<file path="config.mk">
export PLATFORM = sky130hd
export DESIGN_NAME = r3l1_cmd_transmitter
export DESIGN_NICKNAME = d
export VERILOG_FILES = /design/src/rtl/r3l1_tx_pkg.sv /design/src/rtl/r3l1_tx_channel.sv /design/src/rtl/r3l1_cmd_transmitter.sv
export SDC_FILE = /design/constraint.sdc
export NUM_CORES = 1
export LEC_CHECK = 0
export BUFFER_PORTS_ARGS = -buffer_cell sky130_fd_sc_hd__buf_2
export CORE_MARGIN = 3
export CORE_UTILIZATION = 40
export CTS_BUF_LIST = sky130_fd_sc_hd__clkbuf_2
export CTS_CLUSTER_SIZE = 16
export DETAILED_ROUTE_END_ITERATION = 8
export SLEW_MARGIN = 15
export SYNTH_ARGS = -nofsm -noshare
export SYNTH_HDL_FRONTEND = slang
export SYNTH_SLANG_ARGS = --single-unit
export TNS_END_PERCENT = 1
</file>
<file path="constraint.sdc">
create_clock -name CLK -period 2.1 [get_ports CLK]
set_input_delay 0.21 -clock CLK [delete_from_list [all_inputs] [get_ports CLK]]
set_output_delay 0.21 -clock CLK [all_outputs]
set_load 0.02 [all_outputs]
</file>
<file path="src/rtl/r3l1_tx_pkg.sv">
// Shared constants and state type for the R3/L1 readout-request transmitter.
package r3l1_tx_pkg;

  localparam int HDR_W     = 3;
  localparam int ID_W      = 8;
  localparam int FRAME_LEN = HDR_W + ID_W;

  localparam logic [HDR_W-1:0] R3_HDR = 3'b101;
  localparam logic [HDR_W-1:0] L1_HDR = 3'b110;

  typedef enum logic [1:0] {
    IDLE  = 2'd0,
    SHIFT = 2'd1,
    GAP   = 2'd2
  } tx_state_t;

endpackage

</file>
<file path="src/rtl/r3l1_tx_channel.sv">
// One serial request line: L0ID request queue, frame FSM and output shift register.
// A new frame may start from IDLE, or on the edge that ends the gap (or ends the
// frame when MIN_GAP is 0), so consecutive frames are exactly MIN_GAP zeros apart.
module r3l1_tx_channel
  import r3l1_tx_pkg::*;
#(
  parameter logic [HDR_W-1:0] HEADER     = R3_HDR,
  parameter int               FIFO_DEPTH = 4,
  parameter int               MIN_GAP    = 1
) (
  input  logic            clk,
  input  logic            srst,
  input  logic            enable,
  input  logic            req,
  input  logic [ID_W-1:0] req_id,
  output logic            data_out,
  output logic            full,
  output logic            drop,
  output logic            quiet_next
);

  localparam int PTR_W = $clog2(FIFO_DEPTH);
  localparam int CNT_W = PTR_W + 1;
  localparam logic [3:0] GAP_INIT = (MIN_GAP > 0) ? 4'(MIN_GAP - 1) : 4'd0;

  logic [ID_W-1:0]      mem [FIFO_DEPTH];
  logic [PTR_W-1:0]     wr_ptr_q, wr_ptr_d, rd_ptr_q, rd_ptr_d;
  logic [CNT_W-1:0]     count_q, count_d;
  tx_state_t            state_q, state_d;
  logic [3:0]           bit_cnt_q, bit_cnt_d;
  logic [3:0]           gap_cnt_q, gap_cnt_d;
  logic [FRAME_LEN-2:0] shreg_q, shreg_d;
  logic                 dout_q, dout_d;
  logic                 drop_q, drop_d;
  logic                 push, pop, can_start;
  logic [FRAME_LEN-1:0] frame;

  // Queue storage: written on accepted requests only.
  always_ff @(posedge clk) begin
    if (push) mem[wr_ptr_q] <= req_id;
  end

  // Next-state, queue bookkeeping and serial output selection.
  always_comb begin
    full      = (count_q == CNT_W'(FIFO_DEPTH));
    push      = req & ~full;
    drop_d    = req & full;
    pop       = 1'b0;
    can_start = 1'b0;
    state_d   = state_q;
    bit_cnt_d = bit_cnt_q;
    gap_cnt_d = gap_cnt_q;
    shreg_d   = shreg_q;
    dout_d    = 1'b0;
    frame     = {HEADER, mem[rd_ptr_q]};

    unique case (state_q)
      IDLE: begin
        can_start = 1'b1;
      end
      SHIFT: begin
        if (bit_cnt_q != 4'd0) begin
          dout_d    = shreg_q[FRAME_LEN-2];
          shreg_d   = {shreg_q[FRAME_LEN-3:0], 1'b0};
          bit_cnt_d = bit_cnt_q - 4'd1;
        end else if (MIN_GAP == 0) begin
          // Last bit done and no gap wanted: act as IDLE on this edge.
          state_d   = IDLE;
          can_start = 1'b1;
        end else begin
          state_d   = GAP;
          gap_cnt_d = GAP_INIT;
        end
      end
      GAP: begin
        if (gap_cnt_q == 4'd0) begin
          state_d   = IDLE;
          can_start = 1'b1;
        end else begin
          gap_cnt_d = gap_cnt_q - 4'd1;
        end
      end
      default: state_d = IDLE;
    endcase

    if (can_start && enable && (count_q != '0)) begin
      pop       = 1'b1;
      dout_d    = frame[FRAME_LEN-1];
      shreg_d   = frame[FRAME_LEN-2:0];
      bit_cnt_d = 4'(FRAME_LEN - 1);
      state_d   = SHIFT;
    end

    wr_ptr_d = push ? wr_ptr_q + PTR_W'(1) : wr_ptr_q;
    rd_ptr_d = pop  ? rd_ptr_q + PTR_W'(1) : rd_ptr_q;
    if (push && !pop)      count_d = count_q + CNT_W'(1);
    else if (pop && !push) count_d = count_q - CNT_W'(1);
    else                   count_d = count_q;

    quiet_next = (count_d == '0) && (state_d == IDLE);
  end

  // State registers; reset truncates any frame in flight.
  always_ff @(posedge clk) begin
    if (srst) begin
      state_q   <= IDLE;
      wr_ptr_q  <= '0;
      rd_ptr_q  <= '0;
      count_q   <= '0;
      bit_cnt_q <= '0;
      gap_cnt_q <= '0;
      shreg_q   <= '0;
      dout_q    <= 1'b0;
      drop_q    <= 1'b0;
    end else begin
      state_q   <= state_d;
      wr_ptr_q  <= wr_ptr_d;
      rd_ptr_q  <= rd_ptr_d;
      count_q   <= count_d;
      bit_cnt_q <= bit_cnt_d;
      gap_cnt_q <= gap_cnt_d;
      shreg_q   <= shreg_d;
      dout_q    <= dout_d;
      drop_q    <= drop_d;
    end
  end

  assign data_out = dout_q;
  assign drop     = drop_q;

endmodule

</file>
<file path="src/rtl/r3l1_cmd_transmitter.sv">
// Two independent request-line transmitters (R3 and L1) plus the shared Idle flag.
module r3l1_cmd_transmitter
  import r3l1_tx_pkg::*;
#(
  parameter int FIFO_DEPTH = 4,
  parameter int MIN_GAP    = 1
) (
  input  logic            CLK,
  input  logic            SoftReset,
  input  logic            Enable,
  input  logic            R3Req,
  input  logic [ID_W-1:0] R3L0ID,
  input  logic            L1Req,
  input  logic [ID_W-1:0] L1L0ID,
  output logic            R3DataOut,
  output logic            L1DataOut,
  output logic            R3Full,
  output logic            L1Full,
  output logic            R3Drop,
  output logic            L1Drop,
  output logic            Idle
);

  logic r3_quiet_next, l1_quiet_next;
  logic idle_q, idle_d;

  r3l1_tx_channel #(.HEADER(R3_HDR), .FIFO_DEPTH(FIFO_DEPTH), .MIN_GAP(MIN_GAP)) u_r3 (
    .clk       (CLK),
    .srst      (SoftReset),
    .enable    (Enable),
    .req       (R3Req),
    .req_id    (R3L0ID),
    .data_out  (R3DataOut),
    .full      (R3Full),
    .drop      (R3Drop),
    .quiet_next(r3_quiet_next)
  );

  r3l1_tx_channel #(.HEADER(L1_HDR), .FIFO_DEPTH(FIFO_DEPTH), .MIN_GAP(MIN_GAP)) u_l1 (
    .clk       (CLK),
    .srst      (SoftReset),
    .enable    (Enable),
    .req       (L1Req),
    .req_id    (L1L0ID),
    .data_out  (L1DataOut),
    .full      (L1Full),
    .drop      (L1Drop),
    .quiet_next(l1_quiet_next)
  );

  // Idle reflects both channels' post-edge queue and FSM state.
  always_comb begin
    idle_d = r3_quiet_next & l1_quiet_next;
  end

  // Idle register; reset forces it high.
  always_ff @(posedge CLK) begin
    if (SoftReset) idle_q <= 1'b1;
    else           idle_q <= idle_d;
  end

  assign Idle = idle_q;

endmodule
</file>
; ---- Yosys cells after proc, flatten, opt, wreduce, memory -nomap -nowiden
; Memory sizes are Yosys's and may differ from the RTL's. A register that Yosys moved wholly into a read port is not among the register bits.
; Index checks and enable logic that the tools add are counted.
[totals]
ff_bits = 59
ramBits = 64
input_bits = 21
memories = 2
[memory_table]
columns = memory, depth, width, read_ports, rd_clocked_by_memory_dff, write_ports, line
row1 = u_l1.mem, 4, 8, 1, 1, 1, r3l1_tx_channel.sv:26  ; logic [ID_W-1:0] mem [FIFO_DEPTH];
row2 = u_r3.mem, 4, 8, 1, 1, 1, r3l1_tx_channel.sv:26
[classes]
addsub = 12
eq_ne = 10
n_mux = 50
bitwise = 7
reduce_logical = 40
[op_table]
columns = operator, n
row1 = 4-bit 2-to-1 mux, 10
row2 = 10-bit 2-to-1 mux, 3
row3 = 9-bit 2-to-1 mux, 3
row4 = 2-bit 2-to-1 mux, 10
row5 = 4-bit one-hot mux with 2 select lines, 2
row6 = "4-bit by 1-bit subtractor with 4-bit output, second input constant", 4
row7 = 1-bit 2-to-1 mux, 14
row8 = 3-bit 2-to-1 mux, 4
row9 = 2-bit one-hot mux with 3 select lines, 2
row10 = 2-bit nonzero test, 6
row11 = 1-bit logical AND, 10
row12 = "2-bit by 1-bit adder with 2-bit output, second input constant", 4
row13 = 2-bit zero test, 4
row14 = 4-bit zero test, 2
row15 = "2-bit != test, second input constant", 4
row16 = 2-bit AND reduction, 4
row17 = 4-bit nonzero test, 2
row18 = "3-bit by 1-bit adder with 3-bit output, second input constant", 2
row19 = "3-bit equality test, second input constant", 2
row20 = 3-bit zero test, 2
row21 = 3-bit AND reduction, 2
row22 = 3-bit nonzero test, 2
row23 = "3-bit by 1-bit subtractor with 3-bit output, second input constant", 2
row24 = 1-bit bitwise AND, 5
row25 = 6 further kinds, 14

; ---- Longest topological paths before layout
[logic_depth]
word_depth = 12
ltp_mapped = 9
ltp_nobuf = 8

; ---- By module
; From an unflattened synthesis, not the netlist that was laid out.
[unflattened]
cells_unflattened = 426
hier_area_um2 = 5337.6
[by_module_without_submodules]
columns = mod, n_inst, cells_each, area_each_um2
row1 = r3l1_tx_channel (u_l1), 1, 220, 2682.6
row2 = r3l1_tx_channel (u_r3), 1, 204, 2627.5
row3 = r3l1_cmd_transmitter, 1, 2, 27.5

; ---- Worst setup path before layout
; Ideal clock, no wire load.
[synth_timing]
path_kind = reg2reg
from = register u_l1.gap_cnt_q[0]
to = register idle_q, in the netlist Idle
setup_ns = 0.060
arrival_ns = 2.107
required_time_ns = 2.040
slack_ns = -0.067
stages_incl_launch_ff = 10
path_buffers = 1
period_less_slack_ns = 2.167
cell_sequence = dfxtp_1 -> inv_1 -> ha_1 -> or3b_1 -> buf_2 -> or2_4 -> a21o_1 -> maj3_2 -> a22oi_2 -> a41o_1
[synth_via]
elab_chain_cells = 12
elab_cells_between_ends = 18
[synth_lines]
columns = item, line
row1 = "start, declared", r3l1_tx_channel.sv:31  ; logic [3:0] gap_cnt_q, gap_cnt_d;
row2 = "start signal, assigned", r3l1_tx_channel.sv:121  ; gap_cnt_q <= gap_cnt_d;
row3 = 4-bit zero test *, r3l1_tx_channel.sv:76  ; if (gap_cnt_q == 4'd0) begin
row4 = 1-bit 2-to-1 mux, r3l1_tx_channel.sv:76
row5 = 1-bit one-hot mux with 2 select lines, r3l1_tx_channel.sv:57  ; unique case (state_q)
row6 = 1-bit logical AND (2 in series), r3l1_tx_channel.sv:86  ; if (can_start && enable && (count_q != '0)) begin
row7 = 1-bit 2-to-1 mux, r3l1_tx_channel.sv:86
row8 = 1-bit logical AND / 1-bit zero test (equally long branches), "r3l1_tx_channel.sv:97, r3l1_tx_channel.sv:96"
row9 = 3-bit 2-to-1 mux / 1-bit logical AND (equally long branches), "r3l1_tx_channel.sv:97, r3l1_tx_channel.sv:96"
row10 = 3-bit 2-to-1 mux, r3l1_tx_channel.sv:96  ; if (push && !pop) count_d = count_q + CNT_W'(1);
row11 = 3-bit zero test, r3l1_tx_channel.sv:100  ; quiet_next = (count_d == '0) && (state_d == IDLE);
row12 = 1-bit logical AND *, r3l1_tx_channel.sv:100
row13 = 1-bit bitwise AND *, r3l1_cmd_transmitter.sv:53  ; idle_d = r3_quiet_next & l1_quiet_next;
row14 = "end signal, assigned", r3l1_cmd_transmitter.sv:59  ; else idle_q <= idle_d;
row15 = "end, declared", r3l1_cmd_transmitter.sv:25  ; logic idle_q, idle_d;
; Every way passes the cells marked *; elsewhere a longest branch is shown, timed or not.
; A chain may end at the register's enable or synchronous reset.

; ---- Worst setup path in the final report
[layout_timing]
from = register u_l1.gap_cnt_q[1]
to = register idle_q, in the netlist Idle
; The elaborated chain is that of the path after synthesis.

==> reports/results.txt <==
sw power - 2.62 mW
storage element area - 3200 sq um
busiest grt layer - met2
number of global-route vias before repair - 3,607
violated checks - setup timing
commonest cells after routing, fill and taps aside - 64 x edfxtp_1, 55 x dfxtp_1, 52 x nand2_1
Setup Total Neg Slack - -43.1 ps
post-synthesis area per instance - 11.7 sq um
Worst path max stage delay - 370 ps
Via-to-Cell Ratio - 5.06
Placer Congestion - 0.774
Wirelength per Cell - 14.3 microns
Yosys cell types - 52
latest clock arrival within the worst-skew pair - 680 ps
met3 usage - 4.76%
Clk pwr share - 21.1%
pwr dens - 1160 nW/um^2
n_diodes - 0
synth warn - 0
leak pwr - 2.38 nW
switching portion of total power - 34.5%
worst slack, placed - 37.0 ps
Area growth syn-to-layout - 19.3%
synthesized flop and latch total - 127
worst-margin pin slew - 509 ps
Initial Utilization - 41.2%
asr flop ratio synth - 0%
die area - 15,100 sq um
# DRC - 0
R2R cell count - 8
clk sinks - 127
total power draw - 7.61 mW
GR Overflow Total - 0
crit-path cells - inv_2 > ha_4 > or3b_4 > or2_4 > a21o_1 > maj3_2 > a22oi_2 > a41o_1
number of flops mapped to enable cells by yosys - 64
top cell type by total area after synthesis - edfxtp_1
Worst Setup SP - u_l1.gap_cnt_q[1]
detailed placement HPWL - 6.69 mm
Seq/Total Area, Yosys - 58.1%
CTS tree - built
Setup Skew - 37.6 ps
commonest non-fill, non-tap cell in the layout - edfxtp_1
share of the synthesized area in the top cell type - 35.1%
CP Data Required Time - 2710 ps
routed vias - 3,677
Seq pwr share - 44.3%
crit path time final - 2140 ps
Hold/Removal Path Class - input pin to register
post-route ant nets - 0
Slew HR - 65.9%
CP Capture Type - register
CTS Buf Count - 17
largest net degree at the start of global routing - 37
Design Area, Final - 6530 sq um
placed insts - 670
hold slack - 256 ps
R2R Setup Slk - -40 ps
antenna violations before repair - 0
Critical Path Sink - Idle
fillers - 1,199
drt total wl - 10.4 mm
met1 usage - 18.1%
VDD IR max - 408 uV
fmax - 0.467 GHz
endpoints failing setup - 1
top cells by area, synth - edfxtp_1 35%, dfxtp_1 23%, mux4_2 6.6%
worst reg2reg startpoint - u_l1.gap_cnt_q[1]
PnR worst setup slack - -43.1 ps
layout cells sized above 1 - 24.1%
I/O Buffers - 27
Tcrit/Tclk final - 102%
CTS root buf - clkbuf_2
CP max FO - 3
clk slew on worst S/H paths - 200 ps
Horiz. Die Dim - 123 microns
Synth Flop Type - edfxtp_1
Cells after Synth - 467
startpoint types - register
multi-input logic area - 2190 sq um
combinational share of power - 34.6%
status - complete, but fails checks
first-pass GRT wire length - 17.0 mm
RSZ-0062 raised after global routing - yes
WP data arrival - 2750 ps
drt initial violations - 255
met2 Use GR - 23.7%
CP max-delay cell - dfxtp_2
Post-DP Area - 5950 sq um
final-report hold violation count - 0
Bufs on Longest Clock Path - 2
H-tree levels - 4
I/O pin count - 28
All-Layer GR Usage - 14.6%
WS Path Type - register to register
nets@finish - 587
die height - 123 microns
Final Util - 49.1%
filler-free cell count of the finished design - 727
core area - 13,300 sq um
Initial DRT Pass Iterations - 4
Post-Syn Nets - 516
final slew viol count - 0
row count - 42
Synth Cell Area - 5480 sq um
Crit Reg-Reg Endpoint - Idle
Cell Int Power - 4.99 mW
maxcap violations - 0
-- kinds of logic (layout without fill, tap and decap cells) --
kind of cell,Yosys count,count (layout),share of synthesized area (%)
simple gates,160,160,13.8
flops,127,127,58.1
compound gates,70,70,8.70
buf+inv,47,131,3.24
fa+ha+maj,29,29,6.60
mux,19,19,7.13
xor+xnor,15,15,2.40
-- synthesized netlist by cell type, types with 2 or more instances --
cell       n
edfxtp_1  64
dfxtp_1   63
nand2_1   53
nor2_1    48
ha_1      28
inv_1     25
a21oi_1   24
clkbuf_1  19
mux4_2    16
a311oi_1  15
xnor2_1   14
nand3_1    8
and2_1     7
nand2b_1   7
o21ai_0    6
nor2b_1    5
nor3_1     5
nor4_1     5
a31oi_1    4
and3_1     4
nand4_1    4
a21o_1     3
mux2i_1    3
nor3b_1    3
o31ai_1    3
a211oi_1   2
a22oi_1    2
buf_1      2
or3b_2     2
-- sequential cells by signal, summed over array words and instances (netlist names), 3 cells and up, named ones only --
| name | count |
|---|---|
| u_r3.mem | 32 |
| u_l1.count_q | 3 |
| u_r3.gap_cnt_q | 4 |
| u_l1.mem | 32 |
| u_r3.shreg_q | 10 |
| u_r3.count_q | 3 |
| u_l1.shreg_q | 10 |
| u_l1.bit_cnt_q | 4 |
| u_l1.gap_cnt_q | 4 |
| u_r3.bit_cnt_q | 4 |
-- worst max-delay path: cells and delay by family, from the launching register on --
| kind | cells | cell delay [ps] |
|---|---|---|
| simple gates | 2 | 620 |
| buf+inv | 1 | 70 |
| flops | 1 | 370 |
| fa+ha+maj | 2 | 440 |
| compound gates | 3 | 570 |
-- final cells by class --
cell class / count / share of cell area (%)
Sequential cell: 127 / 48.9
Multi-Input combinational cell: 293 / 33.6
Timing Repair Buffer: 74 / 8.73
Tap cell: 176 / 3.37
Clock inverter: 13 / 2.53
Clock buffer: 19 / 1.46
Inverter: 25 / 1.44
-- timing repair --
item | CTS | global route
setup buffers | 1 | 2
resized for setup | 1 | 24
endpoints found under the hold margin | 89 | 0
hold buffers | 21 | 0
pin swaps | 0 | 6
setup endpoints to repair | 2 | 22
gates cloned | 0 | 1
-- how the worst min path moves through the flow --
stage	from	end	slack, ps	cells after the start
final	R3L0ID[7]	u_r3.mem[1][7]	260	2
after CTS	R3L0ID[0]	u_r3.mem[3][0]	180	2
after global routing	R3L0ID[7]	u_r3.mem[0][7]	160	2
after floorplan	L1L0ID[0]	u_l1.mem[0][0]	310	0
after global placement	L1L0ID[6]	u_l1.mem[2][6]	420	1
after detailed placement	R3L0ID[1]	u_r3.mem[1][1]	430	1
-- metal layers --
metal / vias up / routed length [microns]
li1: 1823 / -
met1: 1778 / 4700
met2: 59 / 5130
met3: 17 / 403
met4: 0 / 165
met5: - / 0
-- power by group through the flow --
stage                     clock [mW]  sequential, mW  combinational [mW]
final                           1.60            3.37                2.63
after global placement             0            3.40                2.45
after CTS                       1.66            3.36                2.57
after floorplan                    0            3.36                1.88
after global routing            1.77            3.43                2.95
after detailed placement           0            3.42                2.52
(Power assumes the default switching activity.)
